**src/rtl/bullet_pkg.sv**
```systemverilog
// Shared widths, timing constants and FSM encoding
// for the bullet memory scheduler.
package bullet_pkg;

  localparam int DATA_W = 24;
  localparam int ADDR_W = 6;
  localparam int ROW_W  = 11;
  localparam int CNT_W  = 16;

  localparam logic [ROW_W-1:0] V_ACTIVE = 11'd1080;

  typedef enum logic [1:0] {
    ACTIVE = 2'd0,
    START  = 2'd1,
    UPDATE = 2'd2,
    DONE   = 2'd3
  } state_e;

  localparam logic OWN_REN = 1'b0;
  localparam logic OWN_UPD = 1'b1;

endpackage

```
**src/rtl/bullet_mem_scheduler.sv**
```systemverilog
// Shares bullet_memory between the scanline renderer and the
// per-frame update engine, which runs only during vertical blanking.
module bullet_mem_scheduler
  import bullet_pkg::*;
(
  input  logic              clock,
  input  logic              reset,
  input  logic [ROW_W-1:0]  display_row,
  input  logic [ADDR_W-1:0] ren_rdaddr,
  input  logic [ADDR_W-1:0] upd_rdaddr,
  input  logic [ADDR_W-1:0] upd_wraddr,
  input  logic [DATA_W-1:0] upd_wrdata,
  input  logic              upd_wren,
  input  logic              upd_done,
  input  logic [DATA_W-1:0] mem_q,
  output logic [ADDR_W-1:0] mem_rdaddr,
  output logic [ADDR_W-1:0] mem_wraddr,
  output logic [DATA_W-1:0] mem_data,
  output logic              mem_wren,
  output logic [DATA_W-1:0] rd_data,
  output logic              rd_owner,
  output logic              calc,
  output logic              upd_start,
  output logic              overrun,
  output logic [CNT_W-1:0]  frame_count
);

  state_e state, state_nx;
  logic   blank, blank_q;
  logic   win_start, win_end;
  logic   grant;
  logic   done_hit, abort_hit;

  assign blank     = (display_row >= V_ACTIVE);
  assign win_start = blank & ~blank_q;
  assign win_end   = ~blank & blank_q;

  assign done_hit  = (state == UPDATE) & upd_done;
  assign abort_hit = (state == UPDATE) & win_end & ~upd_done;

  // blank_q resets high so a reset released
  // inside blanking never opens a window
  always_ff @(posedge clock or negedge reset) begin
    if (!reset) blank_q <= 1'b1;
    else        blank_q <= blank;
  end

  // state register
  always_ff @(posedge clock or negedge reset) begin
    if (!reset) state <= ACTIVE;
    else        state <= state_nx;
  end

  // next state, grant and handshake outputs
  always_comb begin
    state_nx  = state;
    grant     = OWN_REN;
    calc      = 1'b0;
    upd_start = 1'b0;
    mem_wren  = 1'b0;
    unique case (state)
      ACTIVE: begin
        if (win_start) state_nx = START;
      end
      START: begin
        upd_start = 1'b1;
        calc      = 1'b1;
        grant     = OWN_UPD;
        state_nx  = UPDATE;
      end
      UPDATE: begin
        calc     = 1'b1;
        grant    = OWN_UPD;
        mem_wren = upd_wren;
        if (upd_done)     state_nx = win_end ? ACTIVE : DONE;
        else if (win_end) state_nx = ACTIVE;
      end
      DONE: begin
        if (win_end) state_nx = ACTIVE;
      end
      default: state_nx = ACTIVE;
    endcase
  end

  // port mux follows the current grant
  always_comb begin
    mem_rdaddr = (grant == OWN_UPD) ? upd_rdaddr : ren_rdaddr;
    mem_wraddr = (grant == OWN_UPD) ? upd_wraddr : '0;
    mem_data   = (grant == OWN_UPD) ? upd_wrdata : '0;
  end

  assign rd_data = mem_q;

  // memory read is registered, so the tag lags grant by one
  always_ff @(posedge clock or negedge reset) begin
    if (!reset) rd_owner <= 1'b0;
    else        rd_owner <= grant;
  end

  // completed-update counter
  always_ff @(posedge clock or negedge reset) begin
    if (!reset)        frame_count <= '0;
    else if (done_hit) frame_count <= frame_count + CNT_W'(1);
  end

  // overrun: cleared as a new window opens, set on abort
  always_ff @(posedge clock or negedge reset) begin
    if (!reset)                              overrun <= 1'b0;
    else if (state == ACTIVE && win_start)   overrun <= 1'b0;
    else if (abort_hit)                      overrun <= 1'b1;
  end

endmodule

```
**config.mk**
```make
export PLATFORM = sky130hd
export DESIGN_NAME = bullet_mem_scheduler
export DESIGN_NICKNAME = d
export VERILOG_FILES = /design/src/rtl/bullet_pkg.sv /design/src/rtl/bullet_mem_scheduler.sv
export SDC_FILE = /design/constraint.sdc
export NUM_CORES = 1
export LEC_CHECK = 0
export BUFFER_PORTS_ARGS = -buffer_cell sky130_fd_sc_hd__buf_2
export CAP_MARGIN = 20
export CORE_MARGIN = 2
export CORE_UTILIZATION = 35
export DETAILED_ROUTE_END_ITERATION = 8
export PLACE_DENSITY = 0.84
export SYNTH_ARGS = -nofsm -noshare
export SYNTH_HDL_FRONTEND = slang
export SYNTH_SLANG_ARGS = --single-unit
export TNS_END_PERCENT = 1
```
**constraint.sdc**
```tcl
create_clock -name clock -period 2.13 [get_ports clock]
set_clock_uncertainty 0.05 [all_clocks]
set_input_delay 0.3195 -clock clock [delete_from_list [all_inputs] [get_ports clock]]
set_output_delay 0.3195 -clock clock [all_outputs]
set_load 0.03 [all_outputs]
```
# --- Word-level counts from Yosys, hierarchy flattened ---
# Index checks and enable logic that the tools add are counted.
totals:
  inputBits: 81
  ff_bits: 21
  output_inout_bits: 81
  ramBits: 0
  latchBits: 0
  memories: 0
  word_cells: 36
  romBits: 0
op_classes:
  n_mux: 13
  magnitude_cmp: 1
  bitwise: 8
  eq_ne: 4
  div_mod_pow: 0
  reduce_logical: 4
  n_mul: 0
  shift: 0
  add_sub_neg: 1
ops:
  columns: ["cell", "n"]
  rows:
  - ["two-way mux 24 bit", 1]
  - ["adder 16 x 1 -> 16 bit, second input constant", 1]
  - ["two-way mux 6 bit", 2]
  - [">= comparator 11 bit, second input constant", 1]
  - ["two-way mux 2 bit", 4]
  - ["case mux 2 bit (4 select lines)", 1]
  - ["bitwise AND 1 bit", 5]
  - ["two-way mux 1 bit", 5]
  - ["== test 2 bit, second input constant", 2]
  - ["NOT 1 bit", 3]
  - ["== test 2 x 1 -> 1 bit, second input constant", 1]
  - ["logical NOT 2 bit", 1]
  - ["!= test 2 bit, second input constant", 1]
  - ["nonzero test 2 bit", 1]
  - ["OR reduction 2 bit", 1]
  - ["logical AND 1 bit", 1]

# --- Depth between registers and ports, before layout ---
# Gate-level depths: netlist of the first run.
logic_depth:
  word_depth: 7
  ltp_mapped: 6
  depth_no_buf: 6

# --- Worst setup path before layout of the first run ---
# No wires, ideal clock.
synth_timing:
  kind: "flip-flop to output port"
  start: "register state[0]"
  end: "output mem_data[0]"
  arrival_ns: 1.837
  n_path_buf: 2
  path_stages_with_launch: 6
  required_ns: 1.761
  path_slack_ns: -0.077
  cell_sequence: "dfrtp_1 > inv_1 > ha_1 > clkbuf_1 > clkbuf_1 > and2_1"
synth_between:
  elab_chain_len: 4
  elab_cells_between_ends: 5
  classes_between: "2 x eq/ne; 2 x mux; 1 x reduce/logical"
synth_lines:
  columns: ["element", "line", "text"]
  rows:
  - ["start: declaration", "bullet_mem_scheduler.sv:28", "state_e state, state_nx;"]
  - ["start signal: assignment", "bullet_mem_scheduler.sv:51", "else state <= state_nx;"]
  - ["== test 2 bit / == test 2 x 1 -> 1 bit (equally long branches)", null, null]
  - ["OR reduction 2 bit (no line) *", null, null]
  - ["two-way mux 1 bit *", null, null]
  - ["via calc", "bullet_mem_scheduler.sv:22", "output logic calc,"]
  - ["two-way mux 24 bit *", "bullet_mem_scheduler.sv:89", "mem_data = (grant == OWN_UPD) ? upd_wrdata : '0;"]
  - ["end: declaration", "bullet_mem_scheduler.sv:18", "output logic [DATA_W-1:0] mem_data,"]
# The timed path passes the listed nets; every way through them passes the cells marked *.

# --- Worst setup path in the final report of the first run ---
layout_timing:
  start: "register state[1]"
  end: "output mem_rdaddr[1]"
layout_between:
  elab_chain_len: 4
  elab_cells_between_ends: 5
  classes_between: "2 x eq/ne; 2 x mux; 1 x reduce/logical"
layout_lines:
  columns: ["element", "line", "text"]
  rows:
  - ["== test 2 bit / == test 2 x 1 -> 1 bit (equally long branches)", "bullet_mem_scheduler.sv:61", "unique case (state)"]
  - ["OR reduction 2 bit (no line) *", null, null]
  - ["two-way mux 1 bit *", "bullet_mem_scheduler.sv:61", null]
  - ["two-way mux 6 bit *", "bullet_mem_scheduler.sv:87", "mem_rdaddr = (grant == OWN_UPD) ? upd_rdaddr : ren_rdaddr;"]
  - ["end: declaration", "bullet_mem_scheduler.sv:16", "output logic [ADDR_W-1:0] mem_rdaddr,"]
# Every way passes the cells marked *; elsewhere a longest branch is shown, timed or not.

==> impl_metrics.ini, run 1 <==
[yosys]
ys_warn_count = 0
synth.avg_cell_area_um2 = 9.657
synthCells = 156
yosysSeqAreaShare_pct = 34.97
synth.top_cell.area_share_pct = 33.22
synth_cell_types = 30
synth_compound_area_share_pct = 7.890
synth_seq_cells = 21
async_flop_share_pct = 100.0
synth-edff-count = 0
synth_mux_area_share_pct = 5.233
synthTopCellsByArea = dfrtp_1 (33%), and2_1 (13%), buf_4 (12%), xnor2_1 (7.0%), mux2_2 (5.2%)
yosys.area.top_type = dfrtp_1
syn_nets = 243
synthAdderAreaFrac_pct = 4.983
netlist_area_um2 = 1506
synth_ff_type = dfrtp_1
synth_top_family_by_area = simple AND/OR/NAND/NOR gates
synthSimpleGateAreaFrac_pct = 24.25
synth-xor-area-share_pct = 8.721

[floorplan]
initial_core_util_pct = 37.13
die_w_um = 69.61
rows = 23
core_area_um2 = 4058
pin_count = 162
die_h_um = 69.61
die-area_um2 = 4845

[grt]
antenna_found_initial = 0
grt_pass1_wl_um = 7107
busiest_layer = met2
grtUsageMet3_pct = 4.651
grt_use_total_pct = 18.05
use_met1_pct = 21.67
gr-usage-met2_pct = 32.80
grt_pass1_vias = 1431
grt_max_degree = 22
grt_overflow = 0

[pwr]
pwr-share-comb_pct = 76.3
p_clk_share_pct = 7.5
peakVddDrop_mv = 0.8759
intPower_uw = 1561
seq_power_share_pct = 16.3
switching_power_uw = 1845
total_power_uw = 3405
pwr_density_cell_nw_per_um2 = 1652
leakage_uw = 0.001128
swShare_pct = 54.17

[worst_setup_path]
startpoint_type = register
worstPathMaxFanout = 12
crit_required_ns = 1.76
critical-path-max-stage-delay_ns = 0.37
cp.depth = 4
crit_path_end = mem_rdaddr[1]
cp.buffers_inverters = 2
cp.arrival_ns = 1.62
crit_family = flip-flops
crit_start = state[1]$_DFFE_PN0P_
r2r_setup_slack_ns = 0.24
ff2ff_path_depth = 7
cpMaxStageDelayCell = dfrtp_1
rr_startpoint = state[0]$_DFFE_PN0P_
critPathKind = reg2out
worstSetupEndpointType = output pin
cp_cell_sequence = inv_1 > ha_4 > mux2_2 > buf_2
r2r_end = frame_count[15]$_DFFE_PN0P_

[layout]
nets = 340
post-route-util_pct = 50.79
area_delta_synth_final_pct = 36.79
n_antenna_cell = 0
drive_gt1_share_pct = 54.37

[timing]
worstMarginPinSlew_ns = 0.4635
drv_slew = 0
setup_viol = 0
rsz0062_at_grt = false
whs_ns = 0.2827
fin_crit_sh_pct = 93.32
fmax_mhz = 503.1
finalWorstSetupSlack_ns = 0.1422
min_period_ns = 1.988
relSlewSlack_pct = 69.10
hold_viol = 0
final.setup.tns_ns = 0

[cts]
cts_num_sinks = 21
clkTransAtPathRegs_ns = 0.07
cts_made_buffers = 3
root_buffer = clkbuf_8
clock_latency_ns = 0.25
cts_tree = built
cts_buffer_depth = 2
cts_max_level = 1

[placement]
io_buffer_count = 110
place_hpwl_um = 3770
gp_congestion = 0.9026
preCtsSetupSlack_ns = 0.1073

[drt]
vias = 1428
wire_per_inst_um = 15.14
drt_iter0_drc = 49
drt-pass1-iter-count = 6
via_per_inst = 4.728
drcViolationCount = 0
postRouteAntennaNets = 0
routed_wl_um = 4571

[job]
drv_cap = 0

[min_path]
hold_path_class = in2reg

[status]
outcome = finished, final reports clean
-- cell usage in the layout (no fill, tap or decap), types with 2 or more instances in the layout --
cell type,count
buf_2,110
and2_1,31
dfrtp_1,20
xnor2_1,12
nand3_1,9
buf_4,9
nand2_1,8
mux2_2,7
ha_1,5
inv_1,4
and3_1,3
nand4_1,3
nor2_1,3
xor2_1,3
clkbuf_8,3
a21oi_1,2
nand2b_1,2
a22oi_1,2
-- Yosys cell counts (2+ instances only) --
cell type,number
and3_1,3
nor2_1,3
a21oi_1,2
nand2_1,8
and2_1,31
inv_1,4
buf_4,24
mux2_2,7
nand3_1,9
xnor2_1,12
ha_1,6
xor2_1,3
nand2b_1,2
clkbuf_1,4
a22oi_1,2
dfrtp_1,20
nand4_1,3
-- what timing repair did --
item | CTS | global route
gates resized for setup | 2 | 0
setup endpoints to repair | 28 | 24
endpoints found under the hold margin | 20 | 0
buffers inserted | 0 | 3
pin swaps | 0 | 1
hold buffers | 1 | 0
-- worst reg2reg max path, delay by kind of cell (launching register included) --
family        cells  cell delay, ns
xor+xnor          1            0.16
buf+inv           2            0.25
fa+ha+maj         1            0.16
flops             1            0.39
simple gates      3            0.77
-- metrics by stage --
stage	cells	area (um^2)
after floorplan	156	1508
after global placement	294	1969
after detailed placement	294	1969
after CTS	299	2038
after global routing	302	2061
final	302	2061
-- per-layer routing --
metal	part of all wire, %	wire [um]
met5	0	0
met4	0	0
met3	7.5	343
met2	50	2293
met1	42	1934
-- layout make-up --
class | count | area, um^2
multi-input cells | 103 | 782.0
clock buffers | 3 | 41.29
inverters | 4 | 15.01
repair buffers | 120 | 628.1
clock inverters | 1 | 5.005
flip-flops and latches | 21 | 526.8
fillers | 400 | 1997
well taps | 50 | 62.56
-- sequential cells by signal, summed over array words and instances (netlist names) --
signal,flops
state,2
frame_count,16
rd_owner,1
blank_q,1
overrun,1
-- logic make-up (layout without fill, tap and decap cells) --
logic type,count (synthesis),in the layout
muxes,7,7
and+or+nand+nor,63,63
DFF,21,21
AOI/OAI and AO/OA,12,12
buffers and inverters,32,128
adders and majority gates,6,6
xor gates and xnor gates,15,15
-- how the worst min path moves through the flow --
stage	start	to	slack, ns	cells after the start
finish	display_row[10]	blank_q$_DFF_PN1_	0.28	2
global placement	reset	overrun$_DFFE_PN0P_	0.24	1
CTS	display_row[10]	blank_q$_DFF_PN1_	0.28	2
detailed placement	reset	overrun$_DFFE_PN0P_	0.25	1
global route	display_row[10]	blank_q$_DFF_PN1_	0.28	2
floorplan	reset	frame_count[0]$_DFFE_PN0P_	-0.03	0
-- power by group through the flow --
stage	Clock, uW	Combinational [uW]	Sequential, uW
global placement	0	2460	560
finish	255	2600	554
floorplan	0	1730	681
global route	282	2780	563
detailed placement	0	2480	566
CTS	260	2550	559
No activity file was read; power rests on OpenSTA's default activity.
==> run 2: changes to the inputs <==
Settings changed: ABC_AREA set to 1, CORE_UTILIZATION 35 to 36, PLACE_DENSITY 0.84 to 0.83.
==> run 2 against run 1 <==
Net effect:
- flip-flop and latch count unchanged
- sequential share of layout area fell by 1.6 points
- area after synthesis up 9.5%
- fmax decreased by 2.1%
- design area increased by 6.8%
- total power up 4.3%
- sequential power is 5.6% higher
- first-iteration DRC count increased by 59%
- largest cell class unchanged
==> impl_metrics.ini, run 2 <==
[timing]
rsz0062_at_grt = false
relSlewSlack_pct = 69.92
setup_viol = 0
drv_slew = 0
worstMarginPinSlew_ns = 0.4513
final.setup.tns_ns = 0
fin_crit_sh_pct = 95.28
fmax_mhz = 492.7
hold_viol = 0
min_period_ns = 2.029
finalWorstSetupSlack_ns = 0.1005

[yosys]
synth-xor-area-share_pct = 6.373
synth.avg_cell_area_um2 = 7.329
synth_seq_cells = 21
synth_cell_types = 27
synth_compound_area_share_pct = 1.062
synthAdderAreaFrac_pct = 4.552
syn_nets = 312
netlist_area_um2 = 1649
synth_ff_type = dfrtp_1
yosys.area.top_type = dfrtp_1
async_flop_share_pct = 100.0
ys_top_cells_by_count = nand2_1 (67), inv_1 (46), buf_4 (24)
synth_top_family_by_area = simple AND/OR/NAND/NOR gates
synth.top_cell.area_share_pct = 30.35
ys_warn_count = 0
synthTopCellsByArea = dfrtp_1 (30%), nand2_1 (15%), buf_4 (11%), inv_1 (10%), ha_1 (4.6%)
yosysSeqAreaShare_pct = 31.94
synthCells = 225
synth-edff-count = 0
synth_mux_area_share_pct = 4.097
synth.most_common_cell = nand2_1
synthSimpleGateAreaFrac_pct = 29.21

[placement]
place_hpwl_um = 3400
preCtsSetupSlack_ns = 0.1839
gp_congestion = 0.8170
io_buffer_count = 110

[drt]
via_per_inst = 4.503
vias = 1657
drcViolationCount = 0
drt_iter0_drc = 78
wire_per_inst_um = 11.69
postRouteAntennaNets = 0
drt-pass1-iter-count = 4
routed_wl_um = 4302

[worst_setup_path]
r2r_end = frame_count[7]$_DFFE_PN0P_
worstSetupEndpointType = output pin
critical-path-max-stage-delay_ns = 0.35
cp.arrival_ns = 1.66
worstPathMaxFanout = 19
ff2ff_path_depth = 6
critPathKind = reg2out
cp_cell_sequence = inv_1 > ha_4 > buf_12 > mux2_2 > buf_2
r2r_setup_slack_ns = 0.50
crit_family = buffers and inverters
cp.buffers_inverters = 3
cpMaxStageDelayCell = dfrtp_1
startpoint_type = register
crit_required_ns = 1.76
rr_startpoint = state[0]$_DFFE_PN0P_

[layout]
drive_gt1_share_pct = 43.35
seq_area_um2 = 526.8
n_antenna_cell = 0
area_delta_synth_final_pct = 33.46
layout_common_cells = buf_2 (110), nand2_1 (67), inv_1 (45)
top_register = frame_count
largest_registers = frame_count x16, state x2
multi_input_area_um2 = 759.5
fillers = 428
layout_commonest_cell = buf_2
nets = 404
largest_reg_flops = 16

[floorplan]
die-area_um2 = 5138
pin_count = 162
die_h_um = 71.68
initial_core_util_pct = 37.61
rows = 24
die_w_um = 71.68
core_area_um2 = 4384

[job]
drv_cap = 0

[grt]
use_met1_pct = 19.84
busiest_layer = met2
grt_pass1_vias = 1532
grt_overflow = 0
grt_max_degree = 22
gr-usage-met2_pct = 30.86
grt_use_total_pct = 16.84
grt_pass1_wl_um = 6934
antenna_found_initial = 0
grtUsageMet3_pct = 2.813

[pwr]
total_power_uw = 3552
leakage_uw = 0.001500
pwr_density_cell_nw_per_um2 = 1614
peakVddDrop_mv = 0.8949

[min_path]
hold_path_class = in2reg
whs_path_depth = 3
hp-start = display_row[10]
hold_path_end = blank_q$_DFF_PN1_

[cts]
clkTransAtPathRegs_ns = 0.07
cts_buffer_depth = 2
cts_made_buffers = 3
cts_num_sinks = 21
root_buffer = clkbuf_8
cts_tree = built
clock_latency_ns = 0.26
cts_max_level = 1

[status]
outcome = finished, final reports clean
## run 2: logic make-up after synthesis
family,Yosys count
AO/OA/AOI/OAI,3
XOR/XNOR,12
adder cells (fa/ha/maj),6
buffers and inverters,75
flip-flops,21
multiplexers,6
AND/OR/NAND/NOR,102
## run 2: cell type report
| cell class | instances | area share, % |
|---|---|---|
| Clock buffer | 4 | 2.047 |
| Inverter | 47 | 8.016 |
| Tap cell | 52 | 2.956 |
| Sequential cell | 21 | 23.93 |
| Multi-Input combinational cell | 129 | 34.51 |
| Timing Repair Buffer | 115 | 28.54 |
## run 2: worst max path at each step
stage / from / cells past startpoint / endpoint
after floorplan: state[0]$_DFFE_PN0P_ / 6 / mem_data[0]
after global placement: state[0]$_DFFE_PN0P_ / 5 / mem_rdaddr[4]
after detailed placement: state[0]$_DFFE_PN0P_ / 5 / mem_rdaddr[4]
after CTS: state[0]$_DFFE_PN0P_ / 5 / mem_rdaddr[4]
after global routing: state[1]$_DFFE_PN0P_ / 5 / mem_rdaddr[3]
final: state[1]$_DFFE_PN0P_ / 5 / mem_rdaddr[4]
## run 2: timing repair
item                                   in CTS  in global routing
pin swaps                                   0                  0
endpoints found under the hold margin      20                  0
setup endpoints to repair                   6                  2
resized for setup                           1                  1
hold buffers                                1                  0
buffers inserted                            2                  0
gates cloned                                1                  0
## run 2: layer usage
metal / share of wire, % / vias to the layer above / wire [um]
li1: - / 822 / -
met1: 40 / 755 / 1723
met5: 0 / - / 0
met4: 1.6 / 0 / 67
met3: 7.3 / 10 / 313
met2: 51 / 70 / 2196
## run 2: per-stage QoR
step	hold WS, ns	utilization (%)	instance area (um^2)	cells
final	0.2512	50.20	2201	368
after CTS	0.2539	50.20	2201	368
after detailed placement	0.2459	47.57	2086	360
after floorplan	-0.02609	-	1649	225
after global placement	0.2431	47.57	2086	360
after global routing	0.2723	50.20	2201	368
## run 2: power breakdown
group          total [uW]  switching, uW  internal [uW]  leakage [uW]
Combinational        2710           1770            939       0.00122
Sequential            585           91.9            493      0.000254
Clock                 258            125            133     0.0000228
## run 2: worst min-delay path, stage by stage
cell	delay, ns
buf_2	0.10
nand2_1	0.08
inv_1	0.05
